--- config.mk ---
export PLATFORM = sky130hd
export DESIGN_NAME = cpu_ifq
export DESIGN_NICKNAME = d
export VERILOG_FILES = /design/src/rtl/cpu_pkg.sv /design/src/rtl/cpu_ifq_hwbuf.sv /design/src/rtl/cpu_ifq.sv
export SDC_FILE = /design/constraint.sdc
export NUM_CORES = 1
export LEC_CHECK = 0
export ABC_AREA = 1
export CAP_MARGIN = 20
export CORE_MARGIN = 3
export CORE_UTILIZATION = 40
export CTS_BUF_LIST = sky130_fd_sc_hd__clkbuf_8 sky130_fd_sc_hd__clkbuf_16
export CTS_CLUSTER_SIZE = 10
export DETAILED_ROUTE_END_ITERATION = 10
export GPL_TIMING_DRIVEN = 0
export REMOVE_ABC_BUFFERS = 1
export SKIP_CTS_REPAIR_TIMING = 1
export SLEW_MARGIN = 10
export SYNTH_ARGS = -nofsm -noshare
export SYNTH_HDL_FRONTEND = slang
export SYNTH_HIERARCHICAL = 1
export SYNTH_SLANG_ARGS = --single-unit
--- constraint.sdc ---
create_clock -name clk -period 5 [get_ports clk]
set_input_delay 1 -clock clk [delete_from_list [all_inputs] [get_ports clk]]
set_output_delay 1 -clock clk [all_outputs]
set_load 0.02 [all_outputs]
--- src/rtl/cpu_pkg.sv ---
// Shared CPU constants: instruction widths, opcode low bits and pc steps.
// Used by the fetch queue, the decompressor and the predictor.
package cpu_pkg;

  localparam int unsigned INST_W = 32;
  localparam int unsigned HALF_W = 16;

  // An instruction whose low two bits are 2'b11 is a full 32-bit encoding.
  localparam logic [1:0] OPC_LOW_32 = 2'b11;

  localparam int unsigned PC_STEP_16 = 2;
  localparam int unsigned PC_STEP_32 = 4;

endpackage

--- src/rtl/cpu_ifq_hwbuf.sv ---
// Halfword circular buffer for the instruction fetch queue.
// Writes one or two halfwords per cycle, pops one or two, and reports the fill count.
// clr empties the buffer and overrides any write or pop in the same cycle.
module cpu_ifq_hwbuf
  import cpu_pkg::*;
#(
  parameter int unsigned DEPTH_HW = 8
) (
  input  logic                           clk,
  input  logic                           rst_n,
  input  logic                           clr,
  input  logic                           wr_en,
  input  logic                           wr_two,
  input  logic [2*HALF_W-1:0]            wr_data,
  input  logic                           rd_en,
  input  logic                           rd_two,
  output logic [HALF_W-1:0]              hw0,
  output logic [HALF_W-1:0]              hw1,
  output logic [$clog2(DEPTH_HW):0]      count
);

  localparam int unsigned PTR_W = $clog2(DEPTH_HW);
  localparam int unsigned CNT_W = PTR_W + 1;

  logic [HALF_W-1:0] mem_q [DEPTH_HW];
  logic [HALF_W-1:0] mem_d [DEPTH_HW];
  logic [PTR_W-1:0]  wr_ptr_q, wr_ptr_d, rd_ptr_q, rd_ptr_d;
  logic [PTR_W-1:0]  wr_ptr_nx, rd_ptr_nx;
  logic [CNT_W-1:0]  count_q, count_d;
  logic [CNT_W-1:0]  push_n, pop_n;

  assign wr_ptr_nx = wr_ptr_q + PTR_W'(1);
  assign rd_ptr_nx = rd_ptr_q + PTR_W'(1);
  assign hw0       = mem_q[rd_ptr_q];
  assign hw1       = mem_q[rd_ptr_nx];
  assign count     = count_q;

  assign push_n = wr_en ? (wr_two ? CNT_W'(2) : CNT_W'(1)) : '0;
  assign pop_n  = rd_en ? (rd_two ? CNT_W'(2) : CNT_W'(1)) : '0;

  // Storage update; a single-halfword write carries the upper half of wr_data.
  always_comb begin
    mem_d = mem_q;
    if (wr_en && !clr) begin
      if (wr_two) begin
        mem_d[wr_ptr_q]  = wr_data[HALF_W-1:0];
        mem_d[wr_ptr_nx] = wr_data[2*HALF_W-1:HALF_W];
      end else begin
        mem_d[wr_ptr_q]  = wr_data[2*HALF_W-1:HALF_W];
      end
    end
  end

  // Pointer and count next state; count moves by the net push minus pop.
  always_comb begin
    wr_ptr_d = wr_ptr_q;
    rd_ptr_d = rd_ptr_q;
    count_d  = count_q;
    if (clr) begin
      wr_ptr_d = '0;
      rd_ptr_d = '0;
      count_d  = '0;
    end else begin
      wr_ptr_d = wr_ptr_q + PTR_W'(push_n);
      rd_ptr_d = rd_ptr_q + PTR_W'(pop_n);
      count_d  = count_q + push_n - pop_n;
    end
  end

  // Buffer state registers.
  always_ff @(posedge clk or negedge rst_n) begin
    if (!rst_n) begin
      mem_q    <= '{default: '0};
      wr_ptr_q <= '0;
      rd_ptr_q <= '0;
      count_q  <= '0;
    end else begin
      mem_q    <= mem_d;
      wr_ptr_q <= wr_ptr_d;
      rd_ptr_q <= rd_ptr_d;
      count_q  <= count_d;
    end
  end

endmodule

--- src/rtl/cpu_ifq.sv ---
// Instruction fetch queue: issues word fetches, buffers halfwords, realigns and
// presents one instruction per cycle with its pc. Redirect flushes and refetches.
// Compressed (16-bit) support is built only when CPU_IFQ_RVC_EN is defined;
// otherwise every instruction is 32-bit and pops are always two halfwords.
module cpu_ifq
  import cpu_pkg::*;
#(
  parameter int unsigned DEPTH_HW = 8,
  parameter int unsigned PC_W     = 16
) (
  input  logic              clk,
  input  logic              rst_n,
  input  logic              running,
  input  logic              redirect,
  input  logic [PC_W-1:0]   redirect_pc,
  output logic              mem_en,
  output logic [PC_W-1:0]   mem_addr,
  input  logic [INST_W-1:0] mem_rdata,
  output logic              out_valid,
  input  logic              out_ready,
  output logic [INST_W-1:0] out_inst,
  output logic [PC_W-1:0]   out_pc,
  output logic              out_compr
);

  localparam int unsigned CNT_W = $clog2(DEPTH_HW) + 1;

  logic [CNT_W-1:0]  count;
  logic [HALF_W-1:0] hw0, hw1;
  logic              inflight_q, inflight_d;
  logic              discard_q, discard_d;
  logic [PC_W-1:0]   fetch_addr_q, fetch_addr_d;
  logic [PC_W-1:0]   head_pc_q, head_pc_d;
  logic [PC_W-1:0]   redirect_head_pc;
  logic              is_compr, have_inst, room, push, push_two, pop;
  logic              unused_pc_bits;

  assign unused_pc_bits = ^redirect_pc[1:0];

`ifdef CPU_IFQ_RVC_EN
  logic drop_first_q, drop_first_d;

  assign is_compr         = (hw0[1:0] != OPC_LOW_32);
  assign push_two         = !drop_first_q;
  assign redirect_head_pc = {redirect_pc[PC_W-1:1], 1'b0};

  // A redirect into the upper half of a word keeps only that half of the first response.
  always_comb begin
    drop_first_d = drop_first_q;
    if (redirect) begin
      drop_first_d = redirect_pc[1];
    end else if (push) begin
      drop_first_d = 1'b0;
    end
  end

  // drop_first register.
  always_ff @(posedge clk or negedge rst_n) begin
    if (!rst_n) begin
      drop_first_q <= 1'b0;
    end else begin
      drop_first_q <= drop_first_d;
    end
  end
`else
  assign is_compr         = 1'b0;
  assign push_two         = 1'b1;
  assign redirect_head_pc = {redirect_pc[PC_W-1:2], 2'b00};
`endif

  // Issue only when the buffer can absorb this and any outstanding response.
  assign room      = (32'(count) + (inflight_q ? 32'd2 : 32'd0)) <= (DEPTH_HW - 32'd2);
  assign mem_en    = running & !redirect & room;
  assign mem_addr  = fetch_addr_q;

  assign push      = inflight_q & !discard_q & !redirect;
  assign have_inst = is_compr ? (count != '0) : (count >= CNT_W'(2));
  assign out_valid = have_inst & !redirect;
  assign pop       = out_valid & out_ready;

  assign out_pc    = head_pc_q;
  assign out_compr = out_valid & is_compr;
  assign out_inst  = !out_valid ? '0 :
                     is_compr   ? {16'h0000, hw0} : {hw1, hw0};

  cpu_ifq_hwbuf #(
    .DEPTH_HW (DEPTH_HW)
  ) u_hwbuf (
    .clk     (clk),
    .rst_n   (rst_n),
    .clr     (redirect),
    .wr_en   (push),
    .wr_two  (push_two),
    .wr_data (mem_rdata),
    .rd_en   (pop),
    .rd_two  (!is_compr),
    .hw0     (hw0),
    .hw1     (hw1),
    .count   (count)
  );

  // Fetch address, head pc and in-flight tracking; redirect wins over issue and pop.
  always_comb begin
    inflight_d   = mem_en;
    discard_d    = redirect & inflight_q;
    fetch_addr_d = fetch_addr_q;
    head_pc_d    = head_pc_q;
    if (redirect) begin
      fetch_addr_d = {redirect_pc[PC_W-1:2], 2'b00};
      head_pc_d    = redirect_head_pc;
    end else begin
      if (mem_en) begin
        fetch_addr_d = fetch_addr_q + PC_W'(PC_STEP_32);
      end
      if (pop) begin
        head_pc_d = head_pc_q + (is_compr ? PC_W'(PC_STEP_16) : PC_W'(PC_STEP_32));
      end
    end
  end

  // Fetch control registers.
  always_ff @(posedge clk or negedge rst_n) begin
    if (!rst_n) begin
      inflight_q   <= 1'b0;
      discard_q    <= 1'b0;
      fetch_addr_q <= '0;
      head_pc_q    <= '0;
    end else begin
      inflight_q   <= inflight_d;
      discard_q    <= discard_d;
      fetch_addr_q <= fetch_addr_d;
      head_pc_q    <= head_pc_d;
    end
  end

endmodule
Word-level counts from Yosys, hierarchy flattened
Cells that the tools add are included.

Reduce and logical (&&, ||, !) cells: 7. Order comparisons: 8. Bitwise gates (word level): 11. Mux-type cells: 23. Add/subtract/negate cells: 9.

Operators by type and width (count): 128-bit bitwise mux (2); 16-bit 2-to-1 mux (10); 16-bit binary-select mux with 3-bit select (2); 16-bit demux with 3-bit select (2); 16-bit by 3-bit adder with 16-bit output (second input constant) (2); 32-bit 2-to-1 mux (1); 4-bit >= comparator (second input constant) (4); 3-bit inverter with 4-bit output (4); 4-bit by 1-bit < comparator with 1-bit output (second input constant) (2); 1-bit AND (7); 3-bit by 1-bit adder with 3-bit output (second input constant) (2); 3-bit adder (2); 2-bit 2-to-1 mux (3); 3-bit 2-to-1 mux (2); 4-bit by 2-bit adder with 5-bit output (1); 5-bit by 3-bit <= comparator with 1-bit output (second input constant) (1); 4-bit adder (1); 4-bit by 2-bit >= comparator with 1-bit output (second input constant) (1); 4-bit 2-to-1 mux (1); 2-bit nonzero test (2); 4-bit subtractor (1); 1-bit logical AND (3); 1-bit zero test (2).

Output and inout bits: 67. Flip-flop bits (word level): 172. Word-level logic and storage cells: 73. Bits of input ports: 53.

Longest topological paths before layout
Gate-level depths: netlist (run 1).

Word-level depth: 7. Depth in mapped cells: 13. Gate-level depth less buffers: 13.

Cells and area by module
The synthesis (run 1) kept the hierarchy.

Modules (own cells, without submodules): cpu_ifq_hwbuf (seq. area each 3453.3 um2, area an instance 10378.7 um2, cells each 1710, times used 1); cpu_ifq (seq. area each 750.7 um2, area an instance 2343.5 um2, cells each 369, times used 1).

Least setup slack after synthesis (run 1)
No wires, ideal clock.

Path type: input-to-output. Start: in redirect. End: out out_inst[10]. Arrival time: 2.188 ns. Setup slack: 1.812 ns. Path buffers: 2. Required time: 4.000 ns. Cell stages on the path: 5. Cell sequence: buf_6 a21oi_1 inv_1 buf_2 nor2_1.

Cells in the longest elaborated chain, start to end: 3.

RTL lines: start, declared (line cpu_ifq.sv:14) `input logic redirect,`; 1-bit zero test (line cpu_ifq.sv:78) `assign out_valid = have_inst & !redirect;`; 1-bit AND (line cpu_ifq.sv:78); via out_valid (line cpu_ifq.sv:19) `output logic out_valid,`; 32-bit 2-to-1 mux (line cpu_ifq.sv:83) `assign out_inst = !out_valid ? '0 :`; end, declared (line cpu_ifq.sv:21) `output logic [INST_W-1:0] out_inst,`.

The timed path passes the listed nets, and every way through them passes these cells.

Worst setup path after layout (run 1)
Start: reg u_hwbuf.rd_ptr_q[0]. End: out out_inst[18].

Cells in the longest elaborated chain, start to end: 6.

RTL lines: start, declared (line cpu_ifq_hwbuf.sv:27) `logic [PTR_W-1:0] wr_ptr_q, wr_ptr_d, rd_ptr_q, rd_ptr_d;`; start signal, assigned (line cpu_ifq_hwbuf.sv:80) `rd_ptr_q <= rd_ptr_d;`; 3-bit by 1-bit adder with 3-bit output (line cpu_ifq_hwbuf.sv:33) `assign rd_ptr_nx = rd_ptr_q + PTR_W'(1);`; 3-bit inverter with 4-bit output (implied by the code) (line cpu_ifq_hwbuf.sv:35) `assign hw1 = mem_q[rd_ptr_nx];`; 16-bit binary-select mux with 3-bit select (line cpu_ifq_hwbuf.sv:35); 16-bit 2-to-1 mux (implied by the code) (2 in a row) (line cpu_ifq_hwbuf.sv:35); via hw1[2] (line cpu_ifq.sv:29) `logic [HALF_W-1:0] hw0, hw1;`; 32-bit 2-to-1 mux (line cpu_ifq.sv:83).

The timed path passes the listed nets, and every way through them passes these cells. The select of a mux whose other input is x is not followed.

==> results.md, run 1 <==
- Status: complete, no violations
- IO Port Bufs: 112
- Max Clock Skew: 0.0129 ns
- Number of hold violations in the final report: 0
- ANT nets after route: 0
- Period utilization: 0.964
- Async set-or-reset flop fraction in the synthesized netlist: 1.00
- F_max: 0.207 GHz
- Largest stage delay, worst path: 0.66 ns
- Synth Area per Inst: 6.12 µm²
- Netlist cell types: 37
- Critical path launch point: u_hwbuf/rd_ptr_q[0]$_DFF_PN0_
- Area growth, synth to finish: 17.1%
- GRT Total Usage: 0.279
- Vias in the first global route: 12.8k
- Slowest cell on crit path: dfrtp_4
- Seq/Total Area, Yosys: 0.330
- Placed Cells: 2492
- Number of synthesized register bits: 168
- Die Y-Extent: 184 µm
- Starting Density: 0.411
- Relative slew slack: 0.160
- Max-cap violation count: 0
- Drt drc: 0
- Predominant post-synthesis flop cell: dfrtp_1
- Final Max Tran Viols: 0
- Post-Layout Cell Count: 2525
- Top cells by count, synth: nand2_1 (744), nor2_1 (258), nand3_1 (195), inv_1 (185), dfrtp_1 (168)
- Startpoint type of the worst setup path: flop
- Min-delay worst type: flop to flop
- Initial antenna violation count: 0
- Internal power: 3.07 mW
- Diodes inserted: 0
- DP Wirelength: 29100 µm
- NetSw: 2.08 mW
- Power share of the sequential group: 0.348
- Fillers: 3190
- Largest net degree at the start of global routing: 130
- Worst R2R Start: u_hwbuf/wr_ptr_q[0]$_DFF_PN0_
- CTS tree: yes
- Root buf cell: clkbuf_16
- Switching fraction of total power: 0.403
- Setup CP Type: flop to output pin
- Pwr/cell area: 346 mW/mm²
- CP max FO: 66
- Top cell type by total area after synthesis: dfrtp_1
- Share of the synthesized area in the top cell type: 0.330
- Pre-CTS setup slack: 0.368 ns
- Static Leak: 7.45 nW
- Slew of the pin with the lowest slew margin: 1.26 ns
- Cell row count: 64
- Synthesis Warnings: 6
- Die width: 184 µm
- RSZ-0062 raised after global routing: false
- CTS Buffer Depth: 2
- Count leader, synth: nand2_1
- Core area: 0.0310 mm²
- RePlAce Congestion: 0.858
- Utilization after layout: 0.481
- Clock Pin Slew Worst Setup and Hold Paths: 0.07 ns
- Vias/cell: 5.55
- CP Capture Type: output pin
- Global route overflow: 0
- EDFF count, synth: 0
- Power share of the combinational group: 0.402
- Fin crit period: 4.82 ns
- Clock sinks: 168
- CTS buffer count: 17
- Peak VDD IR: 0.228 mV
- H-tree Lvls: 4
- First-pass GRT wire length: 73000 µm
- Ports: 120
- Worst-path cell chain: buf_16 -> ha_4 -> buf_12 -> inv_2 -> buf_12 -> o211ai_1 -> nand2_1 -> inv_1 -> o21ai_0 -> inv_1 -> nor2_1 -> clkdlybuf4s50_1
- Power share of the clock group: 0.249
- Final worst slack: 0.178 ns
- Hold wc startpoint: u_hwbuf/mem_q[60]$_DFFE_PN0P_
- Worst skew pair latency: 0.44 ns
- Number of DRC markers in iteration 0: 1527
- Worst Path Arrival: 3.82 ns
- Worst Path Required: 4.00 ns
- Share of cells above drive strength 1: 0.0507
- TritonRoute pass-1 iters: 8
- Synth Instances: 2079
- Final setup viols: 0
- Drt total wl: 47500 µm
- Synth area leaders: dfrtp_1 (33%), nand2_1 (22%), nand3_1 (7.7%)
- Vias: 14.0k
- Synth Cell Area: 0.0127 mm²
- Wire per inst: 18.8 µm
- Die ar.: 0.0340 mm²
- # nets final: 2186
-- stage by stage --
step	TNS (ns)	hold slack, ns	area, µm²	total power [mW]
4_1_cts	-0.154	0.486	14900	5.17
6_report	0	0.483	14900	5.15
5_1_grt	0	0.515	14900	5.54
3_5_place_dp	0	0.467	14300	3.87
2_1_floorplan	-21.24	0.449	12200	3.05
3_3_place_gp	-1093.99	0.465	13800	3.79
-- worst max-delay path: cells and delay by family, from the launching register on --
| family | cells | cell delay, ns |
|---|---|---|
| AO/OA/AOI/OAI | 2 | 0.40 |
| adder cells (fa/ha/maj) | 1 | 0.31 |
| buffers and inverters | 7 | 1.77 |
| flip-flops | 1 | 0.66 |
| AND/OR/NAND/NOR | 2 | 0.18 |
-- state kept, by name, summed over array words and instances (netlist names) --
| name | flops |
|---|---|
| u_hwbuf/mem_q | 128 |
| mem_addr | 14 |
| out_pc | 14 |
| u_hwbuf/count | 4 |
| u_hwbuf/rd_ptr_q | 3 |
| u_hwbuf/wr_ptr_q | 3 |
| discard_q | 1 |
| inflight_q | 1 |
-- worst paths after layout --
path / slack (ns) / cells past startpoint / endpoint
max: 0.18 / 12 / out_inst[18]
min: 0.48 / 2 / u_hwbuf/mem_q[60]$_DFFE_PN0P_
max reg2reg: 1.67 / 6 / u_hwbuf/mem_q[116]$_DFFE_PN0P_
min reg2reg: 0.48 / 2 / u_hwbuf/mem_q[60]$_DFFE_PN0P_
max in group asynchronous: 3.50 / 2 / u_hwbuf/mem_q[99]$_DFFE_PN0P_
min in group asynchronous: 0.52 / 1 / u_hwbuf/mem_q[6]$_DFFE_PN0P_
-- cells by family after synthesis --
| kind of cell | Yosys count | synth area share |
|---|---|---|
| fa+ha+maj | 16 | 0.0181 |
| compound gates | 340 | 0.151 |
| buf+inv | 314 | 0.101 |
| flops | 168 | 0.330 |
| simple gates | 1232 | 0.394 |
| xor+xnor | 7 | 0.00482 |
| other cells | 2 | 0.000590 |
-- placed cells by master, fill, tap and decap left out, types with 5 or more instances in the layout --
cell type / Yosys / layout
a21boi_0: 16 / 16
a21boi_1: 17 / 17
a21oi_1: 108 / 108
a21oi_2: 5 / 5
buf_16: 0 / 10
buf_8: 0 / 5
clkbuf_16: 0 / 17
clkdlybuf4s50_1: 0 / 110
conb_1: 2 / 8
dfrtp_1: 168 / 165
ha_1: 12 / 11
inv_1: 185 / 181
inv_2: 6 / 9
inv_6: 0 / 5
nand2_1: 744 / 744
nand2_2: 7 / 7
nand3_1: 195 / 195
nand4_1: 5 / 5
nor2_1: 258 / 254
nor2_2: 9 / 12
nor2_4: 5 / 6
nor3_4: 1 / 5
o211ai_1: 34 / 34
o21ai_0: 149 / 149
-- metal layers --
layer	GRT usage	up-vias	wire length, µm
li1	-	6663	-
met1	0.379	6436	19700
met2	0.437	758	20600
met3	0.0545	161	5110
met4	0.119	0	2090
met5	0	-	0
-- power by group through the flow --
| stage | Sequential (mW) | Clock [mW] | Combinational (mW) |
|---|---|---|---|
| after floorplan | 1.84 | 0 | 1.21 |
| after global placement | 1.84 | 0 | 1.96 |
| after detailed placement | 1.81 | 0 | 2.05 |
| after CTS | 1.79 | 1.32 | 2.06 |
| after global routing | 1.83 | 1.37 | 2.34 |
| final | 1.79 | 1.29 | 2.07 |
-- final cells by class --
type                            instances  area [µm²]  share of cell area
Clock buffer                           17         425              0.0286
Clock inverter                         14         125             0.00840
Inverter                              193         729              0.0490
Multi-Input combinational cell       1603        7330               0.492
Sequential cell                       168        4210               0.283
Tap cell                              396         495              0.0333
Timing Repair Buffer                  134        1580               0.106
Note: power is estimated with default switching activity, not from simulation.
==> inputs of run 2 (changes only) <==
--- a/config.mk
+++ b/config.mk
@@ -12,6 +12,7 @@
 export CTS_BUF_LIST = sky130_fd_sc_hd__clkbuf_8 sky130_fd_sc_hd__clkbuf_16
 export CTS_CLUSTER_SIZE = 10
 export DETAILED_ROUTE_END_ITERATION = 10
+export GPL_ROUTABILITY_DRIVEN = 0
 export GPL_TIMING_DRIVEN = 0
 export REMOVE_ABC_BUFFERS = 1
 export SKIP_CTS_REPAIR_TIMING = 1
==> results of run 2 <==
Same layout as run 1: the final DEF is identical, and so are final timing and power.
==> inputs of run 3 (changes only) <==
--- a/config.mk
+++ b/config.mk
@@ -8,12 +8,12 @@
 export ABC_AREA = 1
 export CAP_MARGIN = 20
 export CORE_MARGIN = 3
-export CORE_UTILIZATION = 40
+export CORE_UTILIZATION = 56
 export CTS_BUF_LIST = sky130_fd_sc_hd__clkbuf_8 sky130_fd_sc_hd__clkbuf_16
-export CTS_CLUSTER_SIZE = 10
 export DETAILED_ROUTE_END_ITERATION = 10
 export GPL_ROUTABILITY_DRIVEN = 0
 export GPL_TIMING_DRIVEN = 0
+export PLACE_DENSITY = 0.78
 export REMOVE_ABC_BUFFERS = 1
 export SKIP_CTS_REPAIR_TIMING = 1
 export SLEW_MARGIN = 10
==> run 3 against run 2 <==
Effect of this change:
- sequential share of layout area increased by 0.46 points
- routed wire length decreased by 5.6%
- total power increased by 0.87%
- combinational power about the same
- worst hold slack improved by 0.0027 ns
- sequential cell count unchanged
- non-clock buffer count decreased by 4
- clock power increased by 5%
- fmax about the same
- worst setup slack about the same
- via count increased by 2.5%
==> results.md, run 3 (synthesis gave the netlist of run 1 again) <==
- H-tree Lvls: 4
- NetSw: 2.03 mW
- Slowest cell on crit path: dfrtp_4
- Delay-heaviest family, CP: buffers and inverters
- Post-Layout Cell Count: 2404
- Status: complete, no violations
- CP max FO: 66
- CP Capture Type: output pin
- Fillers: 1959
- Number of hold violations in the final report: 0
- Worst Path Required: 4.00 ns
- Utilization after layout: 0.663
- Area growth, synth to finish: 15.2%
- Root buf cell: clkbuf_16
- Vias/cell: 5.98
- Vias: 14.4k
- Switching fraction of total power: 0.391
- Static Leak: 7.42 nW
- Share of cells above drive strength 1: 0.0480
- Die ar.: 0.0246 mm²
- GRT Total Usage: 0.359
- Final TNS setup: 0 ns
- First-pass GRT wire length: 68700 µm
- Peak VDD IR: 0.292 mV
- Internal power: 3.17 mW
- Drt total wl: 44800 µm
- Core area: 0.0221 mm²
- Most common cell on crit path: inv_1
- CTS tree: yes
- Fin crit period: 4.82 ns
- Largest net degree at the start of global routing: 121
- TritonRoute pass-1 iters: 6
- DP Wirelength: 26900 µm
- Power share of the clock group: 0.261
- Drt drc: 0
- F_max: 0.207 GHz
- Ports: 120
- Final Max Tran Viols: 0
- Wire per inst: 18.6 µm
- Worst Path Arrival: 3.82 ns
- Power Total: 5.20 mW
- Clock sinks: 168
- Startpoint type of the worst setup path: flop
- Period utilization: 0.964
- CTS buffer count: 17
- Vias in the first global route: 13.0k
- Relative slew slack: 0.151
- Diodes inserted: 0
- Max Clock Skew: 0.00777 ns
- Number of flip-flops in the largest register: 128
- Pwr/cell area: 355 mW/mm²
- Max-cap violation count: 0
- Most common cell after layout, fill and taps aside: nand2_1
- Starting Density: 0.576
- Power share of the combinational group: 0.395
- RSZ-0062 raised after global routing: false
- Largest stage delay, worst path: 0.71 ns
- Most frequent cells in the layout: nand2_1 (744), nor2_1 (254), nand3_1 (195)
- ANT nets after route: 0
- Placed Cells: 2372
- # nets final: 2182
- CTS Buffer Depth: 2
- Min-delay worst type: flop to flop
- Initial antenna violation count: 0
- Global route overflow: 0
- Final setup viols: 0
- Buf/Inv on CP: 6
- Worst-path cell chain: buf_16 -> ha_2 -> buf_12 -> inv_6 -> o211ai_1 -> nand2_1 -> inv_1 -> o21ai_0 -> inv_1 -> nor2_1 -> clkdlybuf4s50_1
- R2r setup slk: 1.54 ns
- Number of DRC markers in iteration 0: 1732
- Clock Pin Slew Worst Setup and Hold Paths: 0.07 ns
- Worst skew pair latency: 0.44 ns
- Power share of the sequential group: 0.344
- Slew of the pin with the lowest slew margin: 1.27 ns
- Cell row count: 54
- Die Y-Extent: 157 µm
- Largest reg by FF count: u_hwbuf/mem_q
- IO Port Bufs: 112
- Setup CP Type: flop to output pin
- Die width: 157 µm
## run 3: cell types whose count changed in the layout (fill, tap and decap cells not counted), sizes merged
cell | previous run | this run
clkbuf | 17 | 22
buf | 24 | 20
clkinv | 8 | 5
clkinvlp | 3 | 1
inv | 195 | 193
bufinv | 1 | 2
## run 3: final cells by class
class | instances | area [µm²] | share of cell area
multi-input cells | 1603 | 7320 | 0.499
inverters | 193 | 734 | 0.0501
clock buffers | 22 | 494 | 0.0337
repair buffers | 130 | 1450 | 0.0990
clock inverters | 8 | 95.1 | 0.00649
well taps | 280 | 350 | 0.0239
flip-flops and latches | 168 | 4210 | 0.287
## run 3: worst min-delay path, delay by kind of cell, from the launching register on
family | cells | cell delay (ns)
simple gates | 2 | 0.10
flops | 1 | 0.35
## run 3: path summary, 6_finish.rpt
kind                                                 end  cells after the start                     startpoint
max reg2reg                u_hwbuf/mem_q[92]$_DFFE_PN0P_                      7  u_hwbuf/wr_ptr_q[0]$_DFF_PN0_
min reg2reg                u_hwbuf/mem_q[50]$_DFFE_PN0P_                      2  u_hwbuf/mem_q[50]$_DFFE_PN0P_
min                        u_hwbuf/mem_q[50]$_DFFE_PN0P_                      2  u_hwbuf/mem_q[50]$_DFFE_PN0P_
max in group asynchronous  u_hwbuf/rd_ptr_q[0]$_DFF_PN0_                      2                          rst_n
max                                         out_inst[23]                     11  u_hwbuf/rd_ptr_q[0]$_DFF_PN0_
min in group asynchronous  u_hwbuf/mem_q[99]$_DFFE_PN0P_                      1                          rst_n
## run 3: power groups by stage
stage	Combinational, mW	Sequential (mW)	Clock [mW]
floorplan	1.21	1.84	0
global placement	1.91	1.82	0
detailed placement	2.01	1.80	0
CTS	2.03	1.78	1.36
global route	2.28	1.82	1.42
finish	2.05	1.79	1.35
## run 3: metal layers
layer	part of all wire	up-vias	global-route usage
met2	0.44	991	0.560
met3	0.13	215	0.0796
li1	-	6639	-
met1	0.38	6526	0.468
met5	0	-	0
met4	0.054	0	0.185
## run 3: stage by stage
step	hold WS (ns)	cell area [µm²]	worst slack, ns
2_1_floorplan	0.449	12200	-0.705
3_3_place_gp	0.463	13700	-4.28
3_5_place_dp	0.466	14000	0.396
4_1_cts	0.485	14600	-0.0941
5_1_grt	0.518	14700	0.0885
6_report	0.485	14700	0.178
==> variant (config.mk and constraints of run 2) <==
Build with the macro `CPU_IFQ_RVC_EN` defined.
--- a/src/rtl/cpu_ifq.sv
+++ b/src/rtl/cpu_ifq.sv
@@ -4,2 +4,4 @@
 // otherwise every instruction is 32-bit and pops are always two halfwords.
+`define CPU_IFQ_RVC_EN
+
 module cpu_ifq
Function: changed (a bounded check fails within 4 cycles, from zero or initial values and one cycle with rst_n low).
==> variant against run 2 <==
- utilization rose by 0.53 points
- total power up 16%
- setup slack improved by 0.048 ns
- first-iteration DRC count is the same
- sequential cell count rose by 2
- sequential power is 3% higher
- final area is 3.5% higher
- synthesized cell count grew 2.0%
- critical path type unchanged
- synthesized area rose by 1.7%
- global-route usage up 1.5 points
- wire length grew 7.7%
- die area increased by 1.6%
==> variant: results (changes against run 2) <==
status: "complete, no violations"  # unchanged
power.leakage_uw: 0.00774  # was 0.00745 uW
via_per_inst: 5.51  # was 5.55
synthTopCellsByArea: "dfrtp_1 (33%), nand2_1 (23%), nand3_1 (8.0%)"  # was dfrtp_1 (33%), nand2_1 (22%), nand3_1 (7.7%)
numCtsBuffers: 17  # unchanged
hp-class: "reg -> reg"  # unchanged
port_buffers: 115  # was 112
antenna_found_initial: 1  # was 0
drive_gt1_frac: 0.0584  # was 0.0507
p_sw_uw: 2550  # was 2080 uW
critPathArrivalTime_ns: 3.77  # was 3.82 ns
ys.flop_type: "dfrtp_1"  # unchanged
clockRootBuffer: "clkbuf_16"  # unchanged
dp_hpwl_um: 31400  # was 29100 um
ys_types: 34  # was 37
clk_pin_slew_ns: 0.07  # about the same
final_nets: 2250  # was 2186
grt_pass1_vias: 13400  # was 12800
skew_ns: 0.0124  # was 0.0129 ns
ctsHtreeMaxLevel: 4  # unchanged
grt_max_degree: 95  # was 130
largest_register_ffs: 128  # unchanged
vdd_ir_drop_max_mv: 0.242  # was 0.228 mV
detail_route.wl_per_cell_um: 19.7  # was 18.8 um
grt_pass1_wl_um: 76800  # was 73000 um
async_reset_ff_frac: 1.00  # unchanged
grt_use_total: 0.294  # was 0.279
relSlewSlack: 0.179  # was 0.160
antennaDiodeCount: 0  # unchanged
r2r_slack_ns: 0.80  # was 1.67 ns
post-place-ws_ns: -0.924  # was 0.368 ns
synth_common_cells: "nand2_1 (779), nor2_1 (241), nand3_1 (206), inv_1 (193), dfrtp_1 (170)"  # was nand2_1 (744), nor2_1 (258), nand3_1 (195), inv_1 (185), dfrtp_1 (168)
yosysWarnings: 6  # unchanged
layout_setup_ws_ns: 0.226  # was 0.178 ns
path_max_fanout: 18  # was 66
drtPass1Iterations: 5  # was 8
drt_iter0_markers: 1527  # unchanged
largest_register: "u_hwbuf/mem_q"  # unchanged
synth-seq-area-share: 0.329  # was 0.330
dpl_cell_area_um2: 14600  # was 14300 um^2
cts_buffer_depth: 2  # unchanged
clock_latency_ns: 0.45
==> variant: worst paths after layout <==
path / cells past startpoint / from / to
worst max-delay path: 13 / u_hwbuf/rd_ptr_q[2] / out_inst[16]
worst min-delay path: 2 / u_hwbuf/mem_q[88] / u_hwbuf/mem_q[88]
worst max register to register: 21 / u_hwbuf/rd_ptr_q[1] / u_hwbuf/count[2]
worst min register to register: 2 / u_hwbuf/mem_q[88] / u_hwbuf/mem_q[88]
max in group asynchronous: 2 / rst_n / u_hwbuf/mem_q[27]
min in group asynchronous: 1 / rst_n / out_pc[14]
==> variant: critical path: stages, from the launching register on <==
cell and delay [ns]:
dfrtp_2 0.91, clkinvlp_4 0.19, buf_4 0.22, nand2_1 0.08
nand2_1 0.12, nand2_2 0.21, nand2_1 0.09, nand3_2 0.08
inv_1 0.07, nor2_4 0.27, buf_4 0.29, nand3_1 0.09
inv_1 0.08, clkdlybuf4s50_1 0.60
==> variant: power by group through the flow <==
stage	Clock [uW]	Combinational [uW]	Sequential [uW]
5_1_grt	1470	3040	1880
2_1_floorplan	0	1520	1920
4_1_cts	1420	2620	1860
3_3_place_gp	0	2450	1930
3_5_place_dp	0	2600	1890
6_report	1400	2730	1840
==> variant: stage by stage <==
stage / std cells / total power (uW) / hold slack (ns)
6_report: 2593 / 5980 / 0.486
2_1_floorplan: 2005 / 3440 / 0.449
3_5_place_dp: 2546 / 4490 / 0.466
3_3_place_gp: 2522 / 4390 / 0.464
5_1_grt: 2593 / 6390 / 0.511
4_1_cts: 2577 / 5900 / 0.484
==> variant: per-layer routing <==
| layer | vias up | track usage | routed length (um) |
|---|---|---|---|
| met1 | 6576 | 0.390 | 21400 |
| met2 | 713 | 0.465 | 22900 |
| li1 | 6834 | - | - |
| met5 | - | 0 | 13 |
| met3 | 174 | 0.0594 | 4630 |
| met4 | 2 | 0.133 | 2190 |
==> variant: cell type report <==
class	instances	area (um^2)
flip-flops and latches	170	4260
clock inverters	8	92.6
repair buffers	155	1790
inverters	206	806
well taps	402	503
clock buffers	23	508
fillers	3222	16300
multi-input cells	1629	7450
==> variant: cells by family after synthesis <==
logic type,after synthesis,share of synthesized area
and+or+nand+nor,1258,0.395
xor gates and xnor gates,9,0.00609
AOI/OAI and AO/OA,341,0.149
DFF,170,0.329
buffers and inverters,323,0.101
other,1,0.000290
adders and majority gates,18,0.0203
